==> src/rtl/top_riscv.sv <==
// Five-stage (F/D/E/M/W) RV32I-subset core; instruction ROM and data RAM sit outside.
// Optional RISCV_FORWARD_EN: forward ALU operands from M/W; otherwise dependents stall in D.
module top_riscv #(
    parameter int n = 10,
    parameter int m = 32
) (
    input  logic         clk,
    input  logic         rst,
    input  logic [31:0]  instrF,
    output logic [n-1:0] addr,
    output logic [m-1:0] write_dataM,
    output logic         memwrM,
    input  logic [31:0]  read_dataM,
    output logic [31:0]  PCF,
    output logic [31:0]  instrD
);
    typedef enum logic [2:0] {ALU_ADD, ALU_SUB, ALU_AND, ALU_OR, ALU_SLT, ALU_LINK} alu_t;

    localparam logic [6:0] OP_R = 7'b0110011, OP_I = 7'b0010011, OP_LW = 7'b0000011;
    localparam logic [6:0] OP_SW = 7'b0100011, OP_BEQ = 7'b1100011, OP_JAL = 7'b1101111;

    logic [31:0] rf [0:31];
    logic [31:0] pcD, pcE, rd1D, rd2D, rd1E, rd2E, immD, immE;
    logic [31:0] srcAE, srcBE, fwdBE, resE, targetE, aluM, wdM, resultW;
    logic [4:0]  rs1D, rs2D, rdD, rdE, rdM, rdW;
    logic        regwrD, memwrD, loadD, beqD, jalD, alusrcD, use1D, use2D;
    logic        regwrE, memwrE, loadE, beqE, jalE, alusrcE;
    logic        regwrM, loadM, regwrW, stall, takenE, bubble;
    alu_t        aluD, aluE;

    assign rs1D = instrD[19:15];
    assign rs2D = instrD[24:20];
    assign rdD  = instrD[11:7];

    always_comb begin
        regwrD = 1'b0; memwrD = 1'b0; loadD = 1'b0; beqD = 1'b0; jalD = 1'b0;
        alusrcD = 1'b0; use1D = 1'b0; use2D = 1'b0; aluD = ALU_ADD;
        immD = {{20{instrD[31]}}, instrD[31:20]};
        case (instrD[6:0])
            OP_R: begin
                use1D = 1'b1; use2D = 1'b1; regwrD = 1'b1;
                case (instrD[14:12])
                    3'b000:  aluD = instrD[30] ? ALU_SUB : ALU_ADD;
                    3'b111:  aluD = ALU_AND;
                    3'b110:  aluD = ALU_OR;
                    3'b010:  aluD = ALU_SLT;
                    default: regwrD = 1'b0;
                endcase
            end
            OP_I: begin
                use1D = 1'b1; alusrcD = 1'b1; regwrD = 1'b1;
                case (instrD[14:12])
                    3'b000:  aluD = ALU_ADD;
                    3'b111:  aluD = ALU_AND;
                    3'b110:  aluD = ALU_OR;
                    3'b010:  aluD = ALU_SLT;
                    default: regwrD = 1'b0;
                endcase
            end
            OP_LW: begin
                use1D = 1'b1; alusrcD = 1'b1; regwrD = 1'b1; loadD = 1'b1;
            end
            OP_SW: begin
                use1D = 1'b1; use2D = 1'b1; alusrcD = 1'b1; memwrD = 1'b1;
                immD = {{20{instrD[31]}}, instrD[31:25], instrD[11:7]};
            end
            OP_BEQ: begin
                use1D = 1'b1; use2D = 1'b1; beqD = (instrD[14:12] == 3'b000);
                immD = {{19{instrD[31]}}, instrD[31], instrD[7], instrD[30:25], instrD[11:8], 1'b0};
            end
            OP_JAL: begin
                regwrD = 1'b1; jalD = 1'b1; aluD = ALU_LINK;
                immD = {{11{instrD[31]}}, instrD[31], instrD[19:12], instrD[20], instrD[30:21], 1'b0};
            end
            default: ;
        endcase
    end

    // Write-through so an instruction in D sees the value retiring in W this cycle.
    assign rd1D = (rs1D == 5'd0) ? 32'd0 : (regwrW && rdW == rs1D) ? resultW : rf[rs1D];
    assign rd2D = (rs2D == 5'd0) ? 32'd0 : (regwrW && rdW == rs2D) ? resultW : rf[rs2D];

`ifdef RISCV_FORWARD_EN
    logic [4:0] rs1E, rs2E;
    always_ff @(posedge clk or posedge rst) begin
        if (rst) begin
            rs1E <= '0;
            rs2E <= '0;
        end else begin
            rs1E <= rs1D;
            rs2E <= rs2D;
        end
    end
    assign srcAE = (rs1E != 5'd0 && regwrM && rs1E == rdM) ? aluM :
                   (rs1E != 5'd0 && regwrW && rs1E == rdW) ? resultW : rd1E;
    assign fwdBE = (rs2E != 5'd0 && regwrM && rs2E == rdM) ? aluM :
                   (rs2E != 5'd0 && regwrW && rs2E == rdW) ? resultW : rd2E;
    assign stall = loadE && rdE != 5'd0 && ((use1D && rs1D == rdE) || (use2D && rs2D == rdE));
`else
    assign srcAE = rd1E;
    assign fwdBE = rd2E;
    assign stall = (use1D && rs1D != 5'd0 && ((regwrE && rs1D == rdE) || (regwrM && rs1D == rdM))) ||
                   (use2D && rs2D != 5'd0 && ((regwrE && rs2D == rdE) || (regwrM && rs2D == rdM)));
`endif

    assign srcBE   = alusrcE ? immE : fwdBE;
    assign targetE = pcE + immE;
    assign takenE  = jalE || (beqE && srcAE == fwdBE);
    assign bubble  = takenE || stall;

    always_comb begin
        case (aluE)
            ALU_SUB:  resE = srcAE - srcBE;
            ALU_AND:  resE = srcAE & srcBE;
            ALU_OR:   resE = srcAE | srcBE;
            ALU_SLT:  resE = {31'd0, $signed(srcAE) < $signed(srcBE)};
            ALU_LINK: resE = pcE + 32'd4;
            default:  resE = srcAE + srcBE;
        endcase
    end

    // A taken branch in E overrides a stall: redirect and squash D.
    always_ff @(posedge clk or posedge rst) begin
        if (rst) begin
            PCF <= '0; instrD <= '0; pcD <= '0;
        end else if (takenE) begin
            PCF <= targetE; instrD <= '0; pcD <= '0;
        end else if (!stall) begin
            PCF <= PCF + 32'd4; instrD <= instrF; pcD <= PCF;
        end
    end

    always_ff @(posedge clk or posedge rst) begin
        if (rst) begin
            regwrE <= 1'b0; memwrE <= 1'b0; loadE <= 1'b0; beqE <= 1'b0; jalE <= 1'b0;
            alusrcE <= 1'b0; aluE <= ALU_ADD; pcE <= '0; rd1E <= '0; rd2E <= '0;
            immE <= '0; rdE <= '0;
        end else begin
            regwrE <= regwrD & ~bubble; memwrE <= memwrD & ~bubble; loadE <= loadD & ~bubble;
            beqE <= beqD & ~bubble; jalE <= jalD & ~bubble;
            alusrcE <= alusrcD; aluE <= aluD; pcE <= pcD; rd1E <= rd1D; rd2E <= rd2D;
            immE <= immD; rdE <= rdD;
        end
    end

    always_ff @(posedge clk or posedge rst) begin
        if (rst) begin
            regwrM <= 1'b0; memwrM <= 1'b0; loadM <= 1'b0; rdM <= '0; aluM <= '0; wdM <= '0;
            regwrW <= 1'b0; rdW <= '0; resultW <= '0;
        end else begin
            regwrM <= regwrE; memwrM <= memwrE; loadM <= loadE; rdM <= rdE; aluM <= resE; wdM <= fwdBE;
            regwrW <= regwrM; rdW <= rdM; resultW <= loadM ? read_dataM : aluM;
        end
    end

    always_ff @(posedge clk or posedge rst) begin
        if (rst) begin
            for (int i = 0; i < 32; i++) rf[i] <= '0;
        end else if (regwrW && rdW != 5'd0) begin
            rf[rdW] <= resultW;
        end
    end

    assign addr        = aluM[n-1:0];
    assign write_dataM = wdM[m-1:0];
endmodule

==> config.mk <==
export PLATFORM = sky130hd
export DESIGN_NAME = top_riscv
export DESIGN_NICKNAME = d
export VERILOG_FILES = /design/src/rtl/top_riscv.sv
export SDC_FILE = /design/constraint.sdc
export NUM_CORES = 2
export LEC_CHECK = 0
export CORE_MARGIN = 3
export CORE_UTILIZATION = 43
export CTS_CLUSTER_SIZE = 20
export DETAILED_ROUTE_END_ITERATION = 16
export PLACE_DENSITY = 0.57
export SETUP_SLACK_MARGIN = 0.4
export SYNTH_ARGS = -nofsm -noshare
export SYNTH_HDL_FRONTEND = slang
export SYNTH_SLANG_ARGS = --single-unit
==> constraint.sdc <==
create_clock -name clk -period 56.5 [get_ports clk]
set_input_delay 14.125 -clock clk [delete_from_list [all_inputs] [get_ports clk]]
set_output_delay 14.125 -clock clk [all_outputs]
set_load 0.05 [all_outputs]
==> flow_metrics.env <==
export IMPL_status="finished clean"
export IMPL_clkTransAtPathRegs_ns=0.05
export IMPL_synth_edf_count=0
export IMPL_irDropWorstVdd_mv=0.0345
export IMPL_min_from="loadE$_DFF_PP0_"
export IMPL_initial_core_util=0.435
export IMPL_synth_area_leader_cell="dfrtp_1"
export IMPL_place_inst=7443
export IMPL_post_drt_wl_per_cell_um=30.2
export IMPL_grt_max_degree=171
export IMPL_area_delta_synth_final_pct=12.0
export IMPL_postCtsSetupBuffers=0
export IMPL_yosys_warnings=0
export IMPL_crit_type="in -> async"
export IMPL_antenna_found_initial=8
export IMPL_r2r_start="instrD[20]$_DFFE_PP0P_"
export IMPL_synth_area_leaders="dfrtp_1, mux4_2, mux2_2, mux2i_1, ha_1"
export IMPL_leakagePower_nw=37.5
export IMPL_slew_headroom=0.125
export IMPL_yosysMostFrequentCell="dfrtp_1"
export IMPL_dp_hpwl_mm=143
export IMPL_place_congestion=0.928
export IMPL_die_area_sq_um=177000
export IMPL_cp_slowest_cell="buf_4"
export IMPL_cp_data_required_time_ns=57.29
export IMPL_synth_top_area_share=0.460
export IMPL_synth_area_per_cell_sq_um=13.8
export IMPL_syn_nets=5582
export IMPL_synthTopCellsByCount="dfrtp_1, mux2_2, mux4_2, clkbuf_1, nor2_1"
export IMPL_nets=5504
export IMPL_clk_latency_ns=0.82
export IMPL_vias_per_cell=6.18
export IMPL_critPathLaunch="rst"
export IMPL_wl_mm=234
export IMPL_die_x_um=421
export IMPL_path_max_fanout=150
export IMPL_core_area_sq_um=170000
export IMPL_critPathMaxStageDelay_ns=0.86
export IMPL_antenna_left=0
export IMPL_htreeDepth=4
export IMPL_tns_ns=0
export IMPL_fin_crit_ns=17.67
export IMPL_fillers=14600
export IMPL_cts_hold_buf=0
export IMPL_hold_path_class="reg -> reg"
export IMPL_critPathLaunchType="input port"
export IMPL_pin_count=173
export IMPL_dr_total_vias=47700
export IMPL_grt_pass1_wl_mm=343
export IMPL_finalMaxSlewViolations=0
export IMPL_ys_async_sr_fraction=1.00
export IMPL_worst_pin_slew_ns=1.31
export IMPL_port_buffers=172
export IMPL_yosysUniqueCellTypes=85
export IMPL_cp_data_arrival_time_ns=18.46
export IMPL_drc=0
export IMPL_synthCells=5382
export IMPL_final_setup_viol_count=0
export IMPL_cts_resized=0
export IMPL_drt_iter0_drc=4297
export IMPL_fmax_ghz=0.0566
export IMPL_skew_ns=0.0259
export IMPL_min_period_over_period=0.313
export IMPL_cts_sinks=1361
export IMPL_rsz0062_at_grt="false"
export IMPL_firstDrtPassIters=6
export IMPL_die_h_um=421
export IMPL_synthFlopType="dfrtp_1"
export IMPL_cts_tree="yes"
export IMPL_worstPathCellList="clkdlybuf4s50_1 -> inv_8 -> buf_12 -> buf_12 -> buf_4 -> buf_4"
export IMPL_layout_drive_gt1_share=0.380
export IMPL_hold_viol_final=0
export IMPL_syn_cell_area_sq_um=74000
export IMPL_maxCapViolCount=0
export IMPL_instances_no_fill=7728
export IMPL_first_global_vias=48600
export IMPL_ctsRootBufferMaster="clkbuf_16"
export IMPL_grt_ovfl_total=0
export IMPL_end_kind="async pin"
export IMPL_clock_path_buffers=3
export IMPL_numCtsBuffers=154
export IMPL_ys_ff_latch=1361
export IMPL_ys_seq_area_frac=0.460
export IMPL_grt_usage=0.264
export IMPL_powerDensity_nw_per_um2=28.5
export IMPL_num_rows=151
layer usage:
metal	global-route usage	up-vias	wire, um
met5	0	-	27
met4	0.0861	4	7660
met3	0.0422	398	12900
met2	0.435	1554	114000
met1	0.359	25700	99300
li1	-	20100	-
cell families after synthesis:
family | share of synthesized area
mux | 0.368
flops | 0.460
xor+xnor | 0.0173
fa+ha+maj | 0.0230
simple gates | 0.0419
compound gates | 0.0549
buf+inv | 0.0349
final cells by class:
| class | count | area (sq um) | area share |
|---|---|---|---|
| clock inverter | 44 | 556 | 0.00670 |
| multi-input combinational | 3382 | 37600 | 0.454 |
| timing repair buffer | 287 | 2660 | 0.0321 |
| antenna | 6 | 15.0 | 0.000181 |
| sequential | 1361 | 34100 | 0.411 |
| tap | 2295 | 2870 | 0.0346 |
| inverter | 118 | 450 | 0.00543 |
| clock buffer | 235 | 4620 | 0.0558 |
state kept, by name, indices dropped and copies added (netlist names), 21 cells and up:
register,cells
PCF,32
aluM,32
fwdBE,32
immE,21
instrD,32
pcD,32
pcE,32
rd1E,32
resultW,32
rf,1024
write_dataM,32
through the flow:
stage	worst slack (ns)	power [mW]	util	hold slack, ns	area [sq um]
global route	38.24	2.45	0.487	0.370	82900
finish	38.83	2.36	0.487	0.347	82900
floorplan	4.00	1.25	-	0.331	74000
global placement	37.92	1.35	0.456	0.332	77700
CTS	38.72	2.39	0.487	0.348	82900
detailed placement	37.84	1.35	0.456	0.335	77700
worst max-delay path, delay by kind of cell:
kind	cells	cell delay (ns)
buffers and inverters	6	3.84
placed cells by master, fill, tap and decap left out, types with 18 or more instances in the layout:
cell type        Yosys  routed
nor2_1             249     233
o221ai_1            22      22
xor2_1             102     102
nand2b_1            18      18
clkbuf_1           336      38
nand3_1             61      58
xnor2_1             44      44
o21ai_0             85      85
and3_1              20      20
a211oi_1           126     126
mux2i_1            211     211
inv_1              117     116
buf_4               22     109
a21o_1              37      37
clkbuf_16            0     157
ha_1               131     131
clkbuf_8             0      40
a21oi_1            160     160
nor2b_1             42      42
nand2_1            133     118
mux2_2            1031    1031
clkdlybuf4s50_1      0     172
nor3_1              32      32
dfrtp_1           1361    1349
mux4_2             599     599
nor4_1              25      25
nor2_4               0      18
path summary, 6_finish.rpt:
kind                                        to  slack, ns  cells after the start
max                        rf[511]$_DFFE_PP0P_      38.83                      6
min                            loadM$_DFF_PP0_       0.35                      0
max reg2reg                fwdBE[22]$_DFF_PP0_      51.13                      8
min reg2reg                    loadM$_DFF_PP0_       0.35                      0
max in group clk                    instrD[17]      39.70                      1
min in group asynchronous  rf[858]$_DFFE_PP0P_      13.91                      2
power breakdown:
part	internal [mW]	switching (mW)	total, mW
Clock	0.603	0.425	1.03
Combinational	0.103	0.177	0.279
Sequential	1.01	0.0494	1.06
(Power assumes the default switching activity.)
